[config.mk]
export PLATFORM = sky130hd
export DESIGN_NAME = ecc_enc_fifo
export DESIGN_NICKNAME = d
export VERILOG_FILES = /design/src/rtl/ecc_enc_fifo.sv
export SDC_FILE = /design/constraint.sdc
export NUM_CORES = 1
export LEC_CHECK = 0
export BUFFER_PORTS_ARGS = -buffer_cell sky130_fd_sc_hd__clkbuf_2
export CAP_MARGIN = 10
export CORE_MARGIN = 2
export CORE_UTILIZATION = 45
export CTS_BUF_LIST = sky130_fd_sc_hd__clkbuf_8
export DETAILED_ROUTE_END_ITERATION = 6
export PLACE_DENSITY_LB_ADDON = 0.25
export SYNTH_ARGS = -nofsm -noshare
export SYNTH_HDL_FRONTEND = slang
export SYNTH_SLANG_ARGS = --single-unit
[constraint.sdc]
create_clock -name clk -period 9.2 [get_ports clk]
set_input_delay 1.84 -clock clk [delete_from_list [all_inputs] [get_ports clk]]
set_output_delay 1.84 -clock clk [all_outputs]
set_load 0.02 [all_outputs]
[src/rtl/ecc_enc_fifo.sv]
// ecc_enc_fifo: encodes 16-bit data words into 34-bit codewords (18 check bits),
// registers them in an encode stage and buffers them in a DEPTH-entry FIFO.
module ecc_enc_fifo #(
    parameter int DEPTH = 8
) (
    input  logic                   clk,
    input  logic                   rst,
    input  logic                   in_valid,
    output logic                   in_ready,
    input  logic [15:0]            in_data,
    input  logic [33:0]            inj_mask,
    output logic                   out_valid,
    input  logic                   out_ready,
    output logic [33:0]            out_cw,
    output logic [$clog2(DEPTH):0] occupancy,
    output logic [15:0]            inj_count
);

    localparam int AW = $clog2(DEPTH);

    typedef logic [AW:0] ptr_t;

    localparam ptr_t DEPTH_C = ptr_t'(DEPTH);

    // Check bits in codeword order [33:16]; layout is fixed by the decoder downstream.
    function automatic logic [17:0] check_bits(input logic [15:0] x);
        logic [17:0] c;
        c[0]  = x[0] ^ x[2];
        c[1]  = x[1] ^ x[3];
        c[2]  = x[3] ^ x[7] ^ x[11] ^ x[15];
        c[3]  = x[3] ^ x[6] ^ x[11] ^ x[14];
        c[4]  = x[4] ^ x[6];
        c[5]  = x[5] ^ x[7];
        c[6]  = x[2] ^ x[6] ^ x[10] ^ x[14];
        c[7]  = x[2] ^ x[7] ^ x[10] ^ x[15];
        c[8]  = x[8] ^ x[10];
        c[9]  = x[9] ^ x[11];
        c[10] = x[1] ^ x[5] ^ x[9]  ^ x[13];
        c[11] = x[1] ^ x[4] ^ x[9]  ^ x[12];
        c[12] = x[12] ^ x[14];
        c[13] = x[13] ^ x[15];
        c[14] = x[0] ^ x[4] ^ x[8]  ^ x[12];
        c[15] = x[0] ^ x[5] ^ x[8]  ^ x[13];
        c[16] = x[2] ^ x[5] ^ x[10] ^ x[13];
        c[17] = x[1] ^ x[6] ^ x[9]  ^ x[14];
        return c;
    endfunction

    logic        accept;
    logic        pop;
    logic        e_valid;
    logic [33:0] e_cw;
    ptr_t        wr_ptr;
    ptr_t        rd_ptr;
    ptr_t        occ_q;
    ptr_t        occ_next;
    logic [33:0] mem [DEPTH];

    // Ready depends only on registered occupancy, so a pop never feeds in_ready in the same cycle.
    assign in_ready  = !rst && (occ_q < DEPTH_C);
    assign accept    = in_valid && in_ready;
    assign out_valid = (wr_ptr != rd_ptr);
    assign pop       = out_valid && out_ready;
    assign out_cw    = mem[rd_ptr[AW-1:0]];
    assign occupancy = occ_q;

    always_comb begin
        // NOTE: give every always_comb output a default first so no path leaves it unassigned (latch).
        occ_next = occ_q;
        if (accept && !pop)
            occ_next = occ_q + ptr_t'(1);
        else if (!accept && pop)
            occ_next = occ_q - ptr_t'(1);
    end

    // NOTE: sequential state uses non-blocking assignments so every register samples pre-edge values.
    always_ff @(posedge clk) begin
        if (rst) begin
            e_valid   <= 1'b0;
            e_cw      <= '0;
            wr_ptr    <= '0;
            rd_ptr    <= '0;
            occ_q     <= '0;
            inj_count <= '0;
        end else begin
            e_valid <= accept;
            if (accept) begin
                e_cw <= {check_bits(in_data), in_data} ^ inj_mask;
                if ((inj_mask != '0) && (inj_count != 16'hFFFF))
                    inj_count <= inj_count + 16'd1;
            end
            // The credit check on occupancy guarantees a free slot for the encode stage.
            if (e_valid)
                wr_ptr <= wr_ptr + ptr_t'(1);
            if (pop)
                rd_ptr <= rd_ptr + ptr_t'(1);
            occ_q <= occ_next;
        end
    end

    // NOTE: the storage array is not reset; pointers alone define which entries are valid.
    always_ff @(posedge clk) begin
        if (!rst && e_valid)
            mem[wr_ptr[AW-1:0]] <= e_cw;
    end

endmodule

==> qor.tcl, run 1 <==
set qor(drcViolationCount) 0
set qor(cts_tree) {done}
set qor(post_synth.cell_area_avg_um2) 17.3
set qor(num_rows) 63
set qor(finish.net_count) 974
set qor(worst_ir_drop_vdd_mv) 0.121
set qor(place_congestion) 0.799
set qor(ctsHoldBuffers) 0
set qor(postCtsSetupBuffers) 0
set qor(maxSlewHeadroom_pct) 30.7
set qor(path_class) {flop to output port}
set qor(number_of_global_route_vias_before_repair) 7381
set qor(hold_viol_final) 0
set qor(crit-reg2reg-capture) {occupancy[3]}
set qor(fp.dieW_um) 177
set qor(grt_start_max_net_pins) 69
set qor(wire_length_of_the_first_global_routing_pass_um) 44100
set qor(worstPathCellList) {buf_4, mux4_2, mux2_2, clkbuf_2}
set qor(floorplan.initialDensity_pct) 45.6
set qor(run_status) {complete, no violations}
set qor(synth-seq-cells) 338
set qor(cp_data_required_time_ns) 7.36
set qor(dr_total_vias) 7276
set qor(sequential_fraction_of_the_synthesis_area_pct) 70.5
set qor(number_of_nets_with_antenna_violations_after_routing) 0
set qor(cts_repair_resize_count) 0
set qor(finalSetupTns_ns) 0
set qor(dominantRegCellSynth) {sky130_fd_sc_hd__edfxtp_1}
set qor(synth_edf_count) 272
set qor(slowest_stage) {sky130_fd_sc_hd__dfxtp_4}
set qor(post_synthesis_net_count) 838
set qor(timing.critical_path.to_type) {output port}
set qor(yosysWarningCount) 0
set qor(reg2regPathDepth) 11
set qor(io_buffers) 109
set qor(core_area_um2) 29600
set qor(viasPerCell) 5.39
set qor(slew_at_the_pin_closest_to_its_max_slew_limit_ns) 1.04
set qor(final_common_cell) {sky130_fd_sc_hd__edfxtp_1}
set qor(detailedPlacementHpwl_um) 17200
set qor(most-common-layout-cells) {272 x sky130_fd_sc_hd__edfxtp_1, 109 x sky130_fd_sc_hd__clkbuf_2, 68 x sky130_fd_sc_hd__mux4_2}
set qor(finalSetupViolations) 0
set qor(die_y_um) 177
set qor(netlist_instances) 777
set qor(power-per-cell-area_nw_per_um2) 233
set qor(grt_antenna_before_repair) 2
set qor(power_frac_comb_pct) 14.6
set qor(unrepaired_setup_endpoints_after_global_routing) {no}
set qor(worst_setup_hold_path_clk_slew_ns) 0.06
set qor(wl_um) 29200
set qor(area_of_the_die_um2) 31300
set qor(timing.critical_path.depth) 4
set qor(cts_root_buf) {sky130_fd_sc_hd__clkbuf_8}
set qor(p_int_mw) 2.66
set qor(ios) 110
set qor(drt_iter0_markers) 617
set qor(switching_part_of_the_total_power_pct) 26.4
set qor(worst_min_delay_path_startpoint) {inj_count[12]}
set qor(min_delay_path_depth) 2
set qor(drt-wirelength-per-cell_um) 21.6
set qor(timing.clock.skew_ns) 0.0157
set qor(clk_path_buf_depth) 3
set qor(synthArstFlopShare_pct) 0
set qor(critical_path.max_fanout) 38
set qor(post-route-min-period_ns) 5.10
set qor(cp.arrival_ns) 3.26
set qor(rrSetupSlack_ns) 6.27
set qor(gr-total-overflow) 0
set qor(path_delay_family) {buffers and inverters}
set qor(cap_viol_max_count) 0
set qor(synthToLayoutAreaGrowth_pct) 15.2
set qor(slew_viol_final) 0
set qor(seq_power_share_pct) 52.6
set qor(dpl_worst_slack_ns) 4.17
set qor(hold-path-endpoint) {inj_count[12]}
set qor(ys_types) 42
set qor(critical_path.reg2reg.startpoint) {occupancy[3]}
set qor(slowest_delay_ns) 0.78
set qor(clock_power_share_pct) 32.8
set qor(worst_hold_path_type) {flop to flop}
set qor(post_route_cells_drive_above_1_share_pct) 32.6
set qor(firstDrtPassIters) 5
set qor(syn-cell-area_um2) 13500
set qor(cp.buffers_inverters) 2
set qor(worst_slack_ns) 4.10
set qor(clock_sink_count) 338
set qor(cts_max_level) 2
set qor(total_of_fill_cells_in_the_finished_design) 2425
set qor(critPathLaunchType) {flop}
set qor(fmax_ghz) 0.196
set qor(p_leak_nw) 5.27
set qor(min_period_over_period_pct) 55.4
set qor(worst_skew_pair.late_latency_ns) 0.57
set qor(p_switching_uw) 955
set qor(track_usage_pct) 19.1
set qor(numCtsBuffers) 54
==> cell type report <==
type / count / area [um^2] / area share [%]
clock buffer: 63 / 867 / 5.59
antenna: 1 / 2.50 / 0.0161
tap: 390 / 488 / 3.14
clock inverter: 39 / 161 / 1.04
multi-input combinational: 390 / 3830 / 24.7
inverter: 6 / 22.5 / 0.145
timing repair buffer: 123 / 651 / 4.19
sequential: 338 / 9500 / 61.2
==> sequential cells by signal, summed over array words and instances, names as in the netlist, named ones only <==
signal and count:
occupancy 4, e_cw 34, wr_ptr 4, inj_count 16, e_valid 1, mem 272
rd_ptr 4
==> through the flow <==
stage | utilization (%) | hold WS [ns] | power [mW] | area (um^2) | instances
after global placement | 49.0 | 0.478 | 2.46 | 14500 | 1247
after CTS | 52.5 | 0.505 | 3.65 | 15500 | 1349
after floorplan | - | 0.471 | 2.29 | 13500 | 777
after detailed placement | 49.0 | 0.496 | 2.47 | 14500 | 1247
final | 52.5 | 0.499 | 3.61 | 15500 | 1350
after global routing | 52.5 | 0.534 | 3.78 | 15500 | 1349
==> cells in the mapped netlist, drive strengths merged (7+ instances only) <==
cell type	n	area (um^2)
clkbuf	25	93.8
buf	18	85.1
nand3	42	210
nor3	8	40.0
edfxtp	272	8170
xnor2	59	517
mux4	68	1530
or3	7	43.8
nand2	32	120
nor2	21	88.8
xor2	12	105
dfxtp	66	1320
nor4	12	75.1
mux2	36	405
a21oi	14	70.1
o21ai	31	159
nand4	7	50.1
==> kinds of logic (layout without fill, tap and decap cells) <==
family                     Yosys count  count (layout)  synth area share, %
muxes                              107             107                 14.6
and+or+nand+nor                    142             142                 5.35
buffers and inverters               49             231                 1.50
other                                0               1                    0
xor gates and xnor gates            71              71                 4.62
AOI/OAI and AO/OA                   63              63                 2.78
adders and majority gates            7               7                0.706
DFF                                338             338                 70.5
==> power by group through the flow <==
stage | clock network (mW) | registers, mW | logic, mW
floorplan | 0 | 1.88 | 0.406
global placement | 0 | 1.93 | 0.533
detailed placement | 0 | 1.93 | 0.535
CTS | 1.21 | 1.90 | 0.537
global route | 1.28 | 1.92 | 0.577
finish | 1.19 | 1.90 | 0.527
==> how the worst max path moves through the flow <==
stage / from / end / slack (ns)
after floorplan: rst / mem[0][0] / 3.35
after global placement: rst / occupancy[3] / 4.19
after detailed placement: rst / occupancy[3] / 4.17
after CTS: flop / out_cw[16] / 3.99
after global routing: flop / out_cw[16] / 3.87
final: flop / out_cw[16] / 4.10
==> metal layers <==
layer  share of wire, %  GRT usage [%]
met5              0.055              0
met4                2.6           6.51
met3                4.9           3.87
met2                 49           31.2
met1                 44           25.6
==> worst register-to-register path, stage by stage, from the launching register on <==
cell	delay, ns
sky130_fd_sc_hd__dfxtp_1	0.35
sky130_fd_sc_hd__or3b_2	0.44
sky130_fd_sc_hd__buf_4	0.31
sky130_fd_sc_hd__inv_2	0.28
sky130_fd_sc_hd__ha_1	0.22
sky130_fd_sc_hd__inv_1	0.09
sky130_fd_sc_hd__ha_1	0.28
sky130_fd_sc_hd__a21o_1	0.17
sky130_fd_sc_hd__a21oi_1	0.17
sky130_fd_sc_hd__xnor2_1	0.09
sky130_fd_sc_hd__or3_1	0.30
sky130_fd_sc_hd__a21oi_1	0.14
No activity file was read; power rests on OpenSTA's default activity.
==> inputs of run 2 (changes only) <==
Settings changed: ABC_AREA set to 1.
Clock period 9.2 ns to 4.8 ns, I/O delays scaled along.
==> run 2 against run 1 <==
Total power increased by 110%. Count of clock-buffer cells in the layout decreased by 8. Register-to-register slack got worse by 3.7 ns. Final area increased by 4.2%. Sequential share of layout area decreased by 2.5 points. Flip-flop and latch count unchanged. Combinational power increased to 3.0 times the previous value. Global-route usage increased by 0.61 points. Setup slack got worse by 3.0 ns. Wire length increased by 11%. Final cell count increased by 36%. Non-clock buffer count increased by 4.
==> qor.tcl, run 2 <==
set qor(synthToLayoutAreaGrowth_pct) 13.2
set qor(globalRouteMet1Util_pct) 27.0
set qor(globalRouteMet3Util_pct) 3.19
set qor(cells_taking_the_most_area_after_synthesis) {sky130_fd_sc_hd__edfxtp_1 57%, sky130_fd_sc_hd__dfxtp_1 9.2%, sky130_fd_sc_hd__nor2_1 6.9%}
set qor(post-route-min-period_ns) 3.73
set qor(p_leak_nw) 6.06
set qor(maxSlewHeadroom_pct) 31.6
set qor(synth_top_cell_area_share_pct) 57.2
set qor(viasPerCell) 5.25
set qor(yosysWarningCount) 0
set qor(timing.clock.skew_ns) 0.0304
set qor(drt_iter0_markers) 595
set qor(finish.net_count) 1460
set qor(syn-cell-area_um2) 14300
set qor(cp_data_required_time_ns) 3.84
set qor(cts_tree) {done}
set qor(unrepaired_setup_endpoints_after_global_routing) {no}
set qor(drt-wirelength-per-cell_um) 17.6
set qor(wire_length_of_the_first_global_routing_pass_um) 51300
set qor(worst_setup_hold_path_clk_slew_ns) 0.06
set qor(ctsHoldBuffers) 0
set qor(cts_max_level) 2
set qor(min_delay_path_depth) 2
set qor(critPathLaunchType) {flop}
set qor(clk_path_buf_depth) 3
set qor(crit-reg2reg-capture) {mem[3][0]}
set qor(detailedPlacementHpwl_um) 19800
set qor(rrSetupSlack_ns) 2.55
set qor(clock_sink_count) 338
set qor(worst_hold_path_type) {flop to flop}
set qor(worst_ir_drop_vdd_mv) 0.219
set qor(ys_types) 30
set qor(total_of_fill_cells_in_the_finished_design) 2834
set qor(largest_register_ff_count) 272
set qor(final_common_cell) {sky130_fd_sc_hd__edfxtp_1}
set qor(place_congestion) 0.862
set qor(grt_start_max_net_pins) 79
set qor(finalSetupTns_ns) 0
set qor(num_rows) 65
set qor(dr_total_vias) 9667
set qor(finalSetupViolations) 0
set qor(ff_latch_area_um2) 9500
set qor(ios) 110
set qor(critical_path.reg2reg.startpoint) {wr_ptr[0]}
set qor(die_y_um) 182
set qor(drcViolationCount) 0
set qor(synth_edf_count) 272
set qor(synth_largest_area_cell) {sky130_fd_sc_hd__edfxtp_1}
set qor(critical_path.max_fanout) 78
set qor(io_buffers) 109
set qor(post_synthesis_net_count) 1355
set qor(slew_at_the_pin_closest_to_its_max_slew_limit_ns) 1.02
set qor(synth-seq-cells) 338
set qor(area_of_the_die_um2) 33200
set qor(min_period_over_period_pct) 77.7
set qor(gr-total-overflow) 0
set qor(firstDrtPassIters) 5
set qor(numCtsBuffers) 51
set qor(postCtsSetupBuffers) 0
set qor(post_route_cells_drive_above_1_share_pct) 15.1
set qor(fp.dieW_um) 182
set qor(hold-path-endpoint) {rd_ptr[3]}
set qor(cts_repair_resize_count) 0
set qor(hold_viol_final) 0
set qor(cts_root_buf) {sky130_fd_sc_hd__clkbuf_8}
set qor(number_of_nets_with_antenna_violations_after_routing) 0
set qor(worst_skew_pair.late_latency_ns) 0.58
set qor(post_synth.cell_area_avg_um2) 11.0
set qor(core_area_um2) 31400
set qor(number_of_global_route_vias_before_repair) 9365
set qor(cp.arrival_ns) 2.77
set qor(worst_min_delay_path_startpoint) {rd_ptr[3]}
set qor(grt.busiest_layer) {met2}
set qor(slew_viol_final) 0
set qor(most-common-layout-cells) {272 x sky130_fd_sc_hd__edfxtp_1, 255 x sky130_fd_sc_hd__nor2_1, 188 x sky130_fd_sc_hd__nand2_1}
set qor(floorplan.initialDensity_pct) 45.5
set qor(wl_um) 32300
set qor(multi_input_comb_area_um2) 4240
set qor(power-per-cell-area_nw_per_um2) 461
set qor(track_usage_pct) 19.7
set qor(reg2regPathDepth) 3
set qor(run_status) {complete, no violations}
set qor(synthArstFlopShare_pct) 0
set qor(met2_global_route_usage_pct) 32.3
set qor(post_synth_most_frequent_cells) {272 x sky130_fd_sc_hd__edfxtp_1, 263 x sky130_fd_sc_hd__nor2_1, 188 x sky130_fd_sc_hd__nand2_1, 96 x sky130_fd_sc_hd__o21ai_0, 72 x sky130_fd_sc_hd__inv_1}
set qor(synth_most_common_cell) {sky130_fd_sc_hd__edfxtp_1}
set qor(dominantRegCellSynth) {sky130_fd_sc_hd__edfxtp_1}
set qor(fmax_ghz) 0.268
set qor(cap_viol_max_count) 0
set qor(grt_antenna_before_repair) 0
set qor(timing.critical_path.to_type) {output port}
set qor(sequential_fraction_of_the_synthesis_area_pct) 66.4
set qor(whs_ns) 0.506
set qor(path_class) {flop to output port}
set qor(netlist_instances) 1294
set qor(antenna_cells) 0
==> run 2: cell count changes after synthesis, moves of 12 or more <==
cell,previous run,this run
sky130_fd_sc_hd__nor2_1,19,263
sky130_fd_sc_hd__nand2_1,32,188
sky130_fd_sc_hd__mux4_2,68,0
sky130_fd_sc_hd__o32ai_1,0,68
sky130_fd_sc_hd__inv_1,5,72
sky130_fd_sc_hd__o21ai_0,30,96
sky130_fd_sc_hd__mux2_2,35,0
sky130_fd_sc_hd__a21oi_1,14,35
sky130_fd_sc_hd__buf_2,8,26
sky130_fd_sc_hd__clkbuf_1,25,42
sky130_fd_sc_hd__nor4_1,12,0
==> run 2: per-stage QoR <==
step / cells / utilization, % / setup WS, ns / area (um^2) / power (mW)
2_1_floorplan: 1294 / - / 1.42 / 14300 / 4.79
3_3_place_gp: 1748 / 48.5 / 1.77 / 15200 / 5.33
3_5_place_dp: 1748 / 48.5 / 1.73 / 15200 / 5.37
4_1_cts: 1841 / 51.5 / 1.08 / 16200 / 7.52
5_1_grt: 1841 / 51.5 / 0.910 / 16200 / 7.84
6_report: 1841 / 51.5 / 1.07 / 16200 / 7.45
==> run 2: worst max-delay path, cell delays in order, from the launching register on <==
cell and delay, ns:
sky130_fd_sc_hd__dfxtp_4 0.62, sky130_fd_sc_hd__clkinv_2 0.47, sky130_fd_sc_hd__buf_12 0.37, sky130_fd_sc_hd__nor2_1 0.16
sky130_fd_sc_hd__o32ai_1 0.11, sky130_fd_sc_hd__nand2_1 0.09, sky130_fd_sc_hd__nand2_1 0.13, sky130_fd_sc_hd__clkbuf_2 0.19
==> run 2: cells by family after synthesis <==
group | count (synthesis) | share of synthesized area [%]
and+or+nand+nor | 521 | 15.0
DFF | 338 | 66.4
AOI/OAI and AO/OA | 199 | 8.76
buffers and inverters | 150 | 4.34
xor gates and xnor gates | 79 | 4.84
adders and majority gates | 7 | 0.665
==> run 2: metal layers <==
layer	wire [um]	vias up	part of all wire, %
met1	14500	4576	45
met3	1930	55	6.0
met5	0	-	0
li1	-	4704	-
met4	782	0	2.4
met2	15100	332	47
==> run 2: power breakdown <==
group	internal (mW)	switching [mW]	leakage (nW)
registers	3.41	0.297	3.03
logic	0.552	1.03	2.48
clock network	1.11	1.05	0.545
total	5.07	2.37	6.06
==> run 2: worst max-delay path by stage <==
stage                            end  slack [ns]  cells past startpoint
after floorplan            mem[1][0]        1.42                      4
after global placement    out_cw[18]        1.77                      7
after detailed placement  out_cw[17]        1.73                      7
after CTS                 out_cw[18]        1.08                      7
after global routing      out_cw[18]        0.91                      7
final                     out_cw[18]        1.07                      7
==> run 2: final cells by class <==
class	instances	share of cell area [%]
sequential	338	58.7
tap	402	3.11
clock buffer	55	4.68
timing repair buffer	127	4.36
clock inverter	38	1.14
inverter	75	1.76
multi-input combinational	806	26.2
